File: src/rtl/count_sched_pkg.sv
// Shared types and helpers for the round-robin count scheduler.
// The pick function works on a fixed-width view so one definition serves every N_REQ.
package count_sched_pkg;

  typedef enum logic [1:0] {
    StIdle,
    StLoad,
    StRun,
    StDone
  } state_e;

  localparam int unsigned MaxReq  = 8;
  localparam int unsigned MaxIdxW = 3;

  // Owner index width, never less than one bit.
  function automatic int unsigned idx_width(input int unsigned n);
    return (n > 1) ? $clog2(n) : 1;
  endfunction

  // One-hot of the first set request at or above ptr, wrapping within the low n bits.
  function automatic logic [MaxReq-1:0] rr_pick(input logic [MaxReq-1:0] req,
                                                input int unsigned       ptr,
                                                input int unsigned       n);
    logic [MaxReq-1:0]  oh;
    logic               found;
    logic [MaxIdxW-1:0] idx;
    oh    = '0;
    found = 1'b0;
    for (int unsigned i = 0; i < MaxReq; i++) begin
      idx = MaxIdxW'((ptr + i) % n);
      if ((i < n) && !found && req[idx]) begin
        oh[idx] = 1'b1;
        found   = 1'b1;
      end
    end
    return oh;
  endfunction

endpackage

File: src/rtl/count_sched_tick_gen.sv
// Free-running clock-enable divider: tick is high for one clk every TICK_DIV cycles.
module tick_gen #(
  parameter int unsigned TICK_DIV = 1500000
) (
  input  logic clk,
  input  logic rst,
  output logic tick
);

  localparam int unsigned     DivW    = $clog2(TICK_DIV);
  localparam logic [DivW-1:0] DivLast = DivW'(TICK_DIV - 1);

  logic [DivW-1:0] div_q, div_d;

  always_comb begin
    tick  = (div_q == DivLast);
    div_d = tick ? '0 : div_q + DivW'(1);
  end

  always_ff @(posedge clk or posedge rst) begin
    if (rst) begin
      div_q <= '0;
    end else begin
      div_q <= div_d;
    end
  end

endmodule

File: src/rtl/count_sched.sv
// Round-robin scheduler sharing one tick-paced up-counter among N_REQ requesters.
// Each grant runs the count from 0 to the owner's latched limit, then pulses done.
module count_sched
  import count_sched_pkg::*;
#(
  parameter int unsigned N_REQ    = 4,
  parameter int unsigned CNT_W    = 4,
  parameter int unsigned TICK_DIV = 1500000
) (
  input  logic                   clk,
  input  logic                   rst,
  input  logic [N_REQ-1:0]       req,
  input  logic [N_REQ*CNT_W-1:0] limit,
  output logic [N_REQ-1:0]       grant,
  output logic                   busy,
  output logic [CNT_W-1:0]       count,
  output logic [N_REQ-1:0]       done,
  output logic [N_REQ-1:0]       abort
);

  localparam int unsigned IdxW = idx_width(N_REQ);

  state_e           state_q, state_d;
  logic [IdxW-1:0]  owner_q, owner_d;
  logic [IdxW-1:0]  ptr_q, ptr_d;
  logic [N_REQ-1:0] grant_q, grant_d;
  logic [N_REQ-1:0] abort_q, abort_d;
  logic [CNT_W-1:0] count_q, count_d;
  logic [CNT_W-1:0] lim_q, lim_d;

  logic              tick;
  logic [MaxReq-1:0] req_ext;
  logic [MaxReq-1:0] pick_oh;
  logic [IdxW-1:0]   pick_idx;
  logic [IdxW-1:0]   owner_inc;

  tick_gen #(
    .TICK_DIV(TICK_DIV)
  ) u_tick_gen (
    .clk (clk),
    .rst (rst),
    .tick(tick)
  );

  always_comb begin
    req_ext             = '0;
    req_ext[N_REQ-1:0]  = req;
    pick_oh             = rr_pick(req_ext, 32'(ptr_q), N_REQ);
    pick_idx            = '0;
    for (int i = 0; i < MaxReq; i++) begin
      if (pick_oh[i]) pick_idx = IdxW'(i);
    end
    owner_inc = (owner_q == IdxW'(N_REQ - 1)) ? '0 : owner_q + IdxW'(1);
  end

  always_comb begin
    state_d = state_q;
    owner_d = owner_q;
    ptr_d   = ptr_q;
    grant_d = grant_q;
    count_d = count_q;
    lim_d   = lim_q;
    abort_d = '0;
    unique case (state_q)
      StIdle: begin
        if (|req) begin
          owner_d = pick_idx;
          grant_d = pick_oh[N_REQ-1:0];
          state_d = StLoad;
        end
      end
      StLoad: begin
        count_d = '0;
        for (int i = 0; i < N_REQ; i++) begin
          if (owner_q == IdxW'(i)) lim_d = limit[i*CNT_W +: CNT_W];
        end
        state_d = StRun;
      end
      StRun: begin
        // Losing the request outranks a tick landing in the same cycle.
        if (!req[owner_q]) begin
          abort_d = grant_q;
          grant_d = '0;
          count_d = '0;
          ptr_d   = owner_inc;
          state_d = StIdle;
        end else if (tick) begin
          if (count_q == lim_q) begin
            state_d = StDone;
          end else begin
            count_d = count_q + CNT_W'(1);
          end
        end
      end
      StDone: begin
        grant_d = '0;
        count_d = '0;
        ptr_d   = owner_inc;
        state_d = StIdle;
      end
      default: state_d = StIdle;
    endcase
  end

  always_ff @(posedge clk or posedge rst) begin
    if (rst) begin
      state_q <= StIdle;
      owner_q <= '0;
      ptr_q   <= '0;
      grant_q <= '0;
      abort_q <= '0;
      count_q <= '0;
      lim_q   <= '0;
    end else begin
      state_q <= state_d;
      owner_q <= owner_d;
      ptr_q   <= ptr_d;
      grant_q <= grant_d;
      abort_q <= abort_d;
      count_q <= count_d;
      lim_q   <= lim_d;
    end
  end

  assign grant = grant_q;
  assign busy  = (state_q == StLoad) || (state_q == StRun);
  assign count = count_q;
  assign done  = (state_q == StDone) ? grant_q : '0;
  assign abort = abort_q;

endmodule

File: config.mk
export PLATFORM = sky130hd
export DESIGN_NAME = count_sched
export DESIGN_NICKNAME = d
export VERILOG_FILES = /design/src/rtl/count_sched_pkg.sv /design/src/rtl/count_sched_tick_gen.sv /design/src/rtl/count_sched.sv
export SDC_FILE = /design/constraint.sdc
export NUM_CORES = 1
export LEC_CHECK = 0
export ABC_CLOCK_PERIOD_IN_PS = 2200
export BUFFER_PORTS_ARGS = -buffer_cell sky130_fd_sc_hd__buf_2
export CELL_PAD_IN_SITES_DETAIL_PLACEMENT = 0
export CELL_PAD_IN_SITES_GLOBAL_PLACEMENT = 1
export CORE_MARGIN = 2
export CORE_UTILIZATION = 40
export DETAILED_ROUTE_END_ITERATION = 10
export GPL_TIMING_DRIVEN = 0
export HOLD_SLACK_MARGIN = 0.1
export PLACE_DENSITY = 0.78
export SETUP_SLACK_MARGIN = 0.05
export SYNTH_ARGS = -nofsm -noshare
export SYNTH_HDL_FRONTEND = slang
export SYNTH_HIERARCHICAL = 1
export SYNTH_SLANG_ARGS = --single-unit
File: constraint.sdc
create_clock -name clk -period 2.2 [get_ports clk]
set_input_delay 0.22 -clock clk [delete_from_list [all_inputs] [get_ports clk]]
set_output_delay 0.22 -clock clk [all_outputs]
set_load 0.01 [all_outputs]
==> results.py, run 1 <==
metrics = {
    "pwr": {
        "p_seq_share_pct": 30.9,
        "clock_power_share_pct": 14.7,
        "p_switching_mw": 1.44,
        "power_density_nw_per_um2": 1020,
        "p_int_mw": 2.05,
        "p_leak_nw": 1.61,
        "power.share.combinational_pct": 54.5,
        "peakVddDrop_uv": 632,
        "switching_share_pct": 41.2,
    },
    "place": {
        "place.gp.congestion": 0.766,
        "portBuffers": 38,
        "hpwl_mm": 3.94,
        "dp.cells": 383,
    },
    "die": {
        "start_util_pct": 40.7,
        "die_width_um": 86.4,
        "rows": 30,
        "dieArea_um2": 7470,
        "fp.dieH_um": 86.4,
        "core_region_area_um2": 6680,
        "boundaryPins": 39,
    },
    "logic_synthesis": {
        "synth-edff-count": 0,
        "synth_cell_types": 50,
        "synth_nets": 303,
        "ys_async_sr_fraction_pct": 100,
        "postSynthCellCount": 265,
        "synth_warnings": 6,
        "syn_area_per_cell_um2": 10.3,
        "yosysSeqAreaShare_pct": 39.6,
        "yosys_register_bits": 43,
        "synthesis.area_um2": 2720,
        "synth_flop_cell": "dfrtp_1",
    },
    "detailed_routing": {
        "wl_met3_um": 189,
        "antenna_left": 0,
        "drt_iter0_markers": 53,
        "drt-total-wl_mm": 5.52,
        "top_layer": "met4",
        "drt_pass1_iterations": 4,
        "vias": 2159,
        "wl_met2_mm": 2.82,
        "drc": 0,
        "wl_met1_mm": 2.46,
        "vias_per_cell": 5.24,
        "wl_per_cell_um": 13.4,
    },
    "clock_tree": {
        "cts_root_buf": "clkbuf_8",
        "cts_max_path_buffers": 2,
        "cts_buffers": 5,
        "insertion_delay_ps": 300,
        "cts.clk_slew.worst_paths_ps": 90,
        "cts_sinks": 43,
        "htree_num_levels": 2,
        "tritoncts": "built",
    },
    "sta": {
        "fin_ws_ps": -48.4,
        "relSlewSlack_pct": 44.3,
        "setup_viol": 5,
        "finalCritPeriodShare_pct": 102,
        "hold_viol": 0,
        "fmax_mhz": 445,
        "maxSlewViolCount": 0,
        "hold-worst-slack_ps": 213,
        "layout_min_cycle_time_ps": 2250,
        "skew_ps": 8.18,
        "rsz0062_at_grt": "true",
        "worstMarginPinSlew_ps": 834,
    },
    "run_status": {
        "status": "complete, but fails checks",
        "violations": "negative setup slack",
    },
    "critical_path": {
        "cp.required_ps": 2350,
        "worst-r2r-setup-slack_ps": -50,
        "path_class": "reg2reg",
        "endpoint_kind": "flip-flop",
        "arrival_ps": 2400,
        "startpoint_type": "flip-flop",
        "r2r_cells": 8,
        "cp_max_fo": 6,
    },
    "global_route": {
        "grt_max_degree": 23,
        "grt_pass1_wl_mm": 9.43,
        "grtUsageTotal_pct": 15.7,
        "grt_pass1_vias": 2079,
        "grt-ovfl-total": 0,
        "antenna_found_initial": 0,
    },
    "cells_and_area": {
        "fin_cells": 412,
        "syn2layout_area_growth_pct": 26.2,
        "num_antenna_cells": 0,
        "layout.nets": 369,
        "multi_input_area_um2": 1710,
        "drive_gt1_share_pct": 33.1,
        "nFillCells": 631,
        "ff_latch_area_um2": 1080,
    },
    "min_path": {
        "hp-class": "in2reg",
        "min_path_cells": 3,
    },
    "run": {
        "maxCapViolCount": 0,
    },
}
cell type report:
cell class	instances	area share [%]
Sequential cell	43	31.5
Inverter	13	1.57
Buffer	7	1.02
Multi-Input combinational cell	201	49.7
Clock buffer	5	2.01
Tap cell	80	2.92
Timing Repair Buffer	60	10.5
Clock inverter	3	0.693
state kept, by name, summed over array words and instances (netlist names):
register,flops
u_tick_gen/div_q,21
abort,4
count,4
grant,4
lim_q,4
owner_q,2
ptr_q,2
state_q,2
stage by stage:
| stage | worst slack (ps) | power (mW) | TNS [ps] | cell area (um2) | utilization [%] |
|---|---|---|---|---|---|
| floorplan | 6.92 | 2.28 | 0 | 2750 | - |
| global placement | -362 | 2.61 | -2430 | 3040 | 45.5 |
| detailed placement | -337 | 2.64 | -2400 | 3040 | 45.5 |
| CTS | -154 | 3.42 | -771 | 3310 | 49.5 |
| global route | -160 | 3.81 | -744 | 3430 | 51.3 |
| finish | -48.4 | 3.49 | -137 | 3430 | 51.3 |
repair_timing:
item / CTS / global route
hold buffers: 1 / 0
buffers inserted: 11 / 10
resized for setup: 17 / 16
pin swaps: 9 / 11
endpoints found under the hold margin: 21 / 0
setup endpoints to repair: 14 / 10
cell families after synthesis:
| group | Yosys count | synth area share (%) |
|---|---|---|
| AND/OR/NAND/NOR | 108 | 24.6 |
| flip-flops | 43 | 39.6 |
| AO/OA/AOI/OAI | 41 | 10.3 |
| buffers and inverters | 21 | 3.13 |
| XOR/XNOR | 20 | 6.44 |
| multiplexers | 16 | 8.61 |
| adder cells (fa/ha/maj) | 16 | 7.36 |
worst max-delay path, cell delays in order (launching register included):
cell and delay [ps]:
dfrtp_2 430, inv_6 40, ha_4 260, mux4_2 600, buf_4 190, a21oi_2 140, a2bb2oi_2 200, buf_4 130
a41oi_1 110
synth_stat cells, drive strengths merged, types with 6 or more instances:
| master | count | area (um2) |
|---|---|---|
| dfrtp | 43 | 1080 |
| nand2 | 24 | 90.1 |
| nor2 | 20 | 75.1 |
| ha | 16 | 200 |
| o21ai | 14 | 70.1 |
| inv | 13 | 48.8 |
| and2 | 11 | 68.8 |
| mux2i | 11 | 110 |
| nand3 | 11 | 67.6 |
| xnor2 | 10 | 87.6 |
| xor2 | 10 | 87.6 |
| a21oi | 8 | 40.0 |
| nor4 | 8 | 80.1 |
| nor3 | 7 | 45.0 |
| nor2b | 6 | 37.5 |
cells in the final DEF (no fill, tap or decap), types with 5 or more instances in the layout:
cell type,Yosys,final
a21oi_1,8,5
inv_1,13,12
nor2b_1,6,6
nand2_1,24,22
xnor2_1,10,10
buf_4,1,20
xor2_1,10,10
and2_1,11,10
nor4_1,6,5
clkbuf_8,0,5
o21ai_0,14,12
buf_2,1,39
nor2_1,20,19
mux2i_1,11,11
dfrtp_1,43,38
ha_1,16,14
dfrtp_2,0,5
nand3_1,10,9
nor3_1,5,5
path summary, 6_finish.rpt:
path	startpoint	end
max reg2reg	ptr_q[0]	owner_q[1]
max in group asynchronous	rst	ptr_q[1]
max	ptr_q[0]	owner_q[1]
min in group asynchronous	rst	u_tick_gen/div_q[13]
min	limit[13]	lim_q[1]
min reg2reg	u_tick_gen/div_q[0]	u_tick_gen/div_q[0]
per-layer routing:
| metal | vias to the layer above | global-route usage (%) |
|---|---|---|
| li1 | 1093 | - |
| met2 | 38 | 27.0 |
| met4 | 0 | 5.11 |
| met1 | 1024 | 19.8 |
| met3 | 4 | 3.33 |
| met5 | - | 0 |
power by group through the flow:
stage                     clock, mW  sequential, mW  combinational [mW]
after floorplan                   0            1.08                1.19
after global placement            0            1.10                1.51
after detailed placement          0            1.10                1.53
after CTS                     0.535            1.07                1.81
after global routing          0.570            1.10                2.13
final                         0.512            1.08                1.90
Power figures use the tool's default switching activity.
==> run 2: changes to the inputs <==
- CORE_UTILIZATION: 40 -> 35
- PLACE_DENSITY: 0.78 -> 0.7
==> results.py, run 2 (synthesized netlist as in run 1, its figures left out) <==
metrics = {
    "global_route": {
        "antenna_found_initial": 0,
        "grt_pass1_wl_mm": 9.78,
        "grt-ovfl-total": 0,
        "grt_max_degree": 23,
        "grt_pass1_vias": 2122,
        "grtUsageTotal_pct": 14.3,
    },
    "clock_tree": {
        "tritoncts": "built",
        "cts_sinks": 43,
        "cts.clk_slew.worst_paths_ps": 90,
        "htree_num_levels": 2,
        "insertion_delay_ps": 300,
        "cts_max_path_buffers": 2,
        "cts_hold_buffers": 0,
        "cts_buffers": 5,
        "cts_root_buf": "clkbuf_8",
    },
    "cells_and_area": {
        "largest_register_ffs": 21,
        "top_register": "u_tick_gen/div_q",
        "nFillCells": 746,
        "mostFrequentLayoutCell": "dfrtp_1",
        "syn2layout_area_growth_pct": 28.8,
        "layout.nets": 368,
        "drive_gt1_share_pct": 30.8,
        "num_antenna_cells": 0,
        "final_cell_mix": "dfrtp_1 (39), buf_2 (38), nand2_1 (23)",
        "final_util_pct": 46.0,
    },
    "die": {
        "start_util_pct": 35.7,
        "fp.dieH_um": 92.1,
        "die_width_um": 92.1,
        "boundaryPins": 39,
        "dieArea_um2": 8490,
        "core_region_area_um2": 7610,
        "rows": 32,
    },
    "detailed_routing": {
        "vias": 2120,
        "drt_iter0_markers": 47,
        "wl_met1_mm": 2.69,
        "wl_met3_um": 218,
        "drc": 0,
        "drt_pass1_iterations": 2,
        "wl_per_cell_um": 13.1,
        "wl_met2_mm": 2.72,
        "drt-total-wl_mm": 5.69,
        "vias_per_cell": 4.90,
        "antenna_left": 0,
        "top_layer": "met4",
    },
    "sta": {
        "fmax_mhz": 426,
        "maxSlewViolCount": 0,
        "skew_ps": 7.96,
        "setup_viol": 6,
        "fin_setup_tns_ps": -627,
        "layout_min_cycle_time_ps": 2350,
        "fin_ws_ps": -150,
        "finalCritPeriodShare_pct": 107,
        "rsz0062_at_grt": "true",
        "relSlewSlack_pct": 40.8,
        "worstMarginPinSlew_ps": 887,
        "hold_viol": 0,
    },
    "pwr": {
        "power.share.combinational_pct": 51.8,
        "switching_share_pct": 38.2,
        "clock_power_share_pct": 19.6,
        "p_switching_mw": 1.42,
        "p_seq_share_pct": 28.6,
        "peakVddDrop_uv": 678,
        "power_density_nw_per_um2": 1060,
        "p_leak_nw": 1.64,
        "p_int_mw": 2.30,
    },
    "critical_path": {
        "cp.required_ps": 2400,
        "cp_max_fo": 4,
        "arrival_ps": 2550,
        "endpoint_kind": "flip-flop",
        "path_class": "reg2reg",
        "startpoint_type": "flip-flop",
    },
    "place": {
        "place.gp.congestion": 0.756,
        "hpwl_mm": 4.07,
        "portBuffers": 38,
    },
    "run": {
        "maxCapViolCount": 0,
    },
    "run_status": {
        "violations": "negative setup slack",
        "status": "complete, but fails checks",
    },
    "min_path": {
        "hp-class": "in2async",
    },
}
run 2: cell types whose count changed in the layout (fill, tap and decap cells not counted), moves of 2 or more:
cell / previous run / this run
buf_4: 20 / 18
bufinv_16: 0 / 2
clkinvlp_4: 2 / 0
o21ai_0: 12 / 14
run 2: final cells by class:
class,instances,area [um2],area share [%]
Tap cell,102,128,3.65
Clock inverter,2,60.1,1.72
Timing Repair Buffer,58,357,10.2
Sequential cell,43,1080,30.9
Multi-Input combinational cell,201,1690,48.4
Inverter,13,53.8,1.54
Buffer,8,55.1,1.57
Clock buffer,6,72.6,2.07
run 2: what timing repair did:
| action | 4_1_cts | 5_1_grt |
|---|---|---|
| pin swaps | 9 | 12 |
| gates resized for setup | 14 | 14 |
| buffers inserted | 11 | 9 |
| gates cloned | 0 | 0 |
| endpoints found under the setup margin | 16 | 16 |
run 2: layer usage:
metal  global-route usage, %  vias to the layer above
met5                       0                        -
met4                    4.48                        0
met3                    3.62                        5
met2                    23.5                       31
met1                    18.6                     1011
li1                        -                     1073
run 2: final timing paths:
check / endpoint / cells after the start / slack [ps] / startpoint
hold / removal: u_tick_gen/div_q[10] / 2 / 70 / rst
setup reg to reg: grant[3] / 9 / -150 / ptr_q[0]
min in group clk: lim_q[2] / 3 / 220 / limit[14]
setup / recovery: grant[3] / 9 / -150 / ptr_q[0]
max in group asynchronous: ptr_q[1] / 2 / 1480 / rst
hold reg to reg: lim_q[0] / 2 / 500 / lim_q[0]
run 2: worst max-delay path: stages, from the launching register on:
cell and delay, ps:
dfrtp_1 380, clkbuf_8 150, inv_6 30, ha_4 250, mux4_2 570, buf_12 170
nor3b_4 210, buf_6 140, a221oi_4 70, o41ai_2 280
run 2: power by group through the flow:
stage	Sequential, mW	Combinational [mW]	Clock, mW
6_report	1.06	1.93	0.729
5_1_grt	1.09	2.14	0.777
4_1_cts	1.07	1.77	0.746
3_5_place_dp	1.10	1.54	0
3_3_place_gp	1.10	1.52	0
2_1_floorplan	1.08	1.19	0
run 2: metrics by stage:
step / cells / total power, mW / area (um2) / setup slack (ps) / hold WS (ps)
after floorplan: 265 / 2.28 / 2750 / 6.92 / 197
after global placement: 405 / 2.62 / 3070 / -435 / 425
after detailed placement: 405 / 2.64 / 3070 / -414 / 440
after CTS: 424 / 3.58 / 3360 / -132 / 105
after global routing: 433 / 4.01 / 3500 / -226 / 145
final: 433 / 3.72 / 3500 / -150 / 66.4
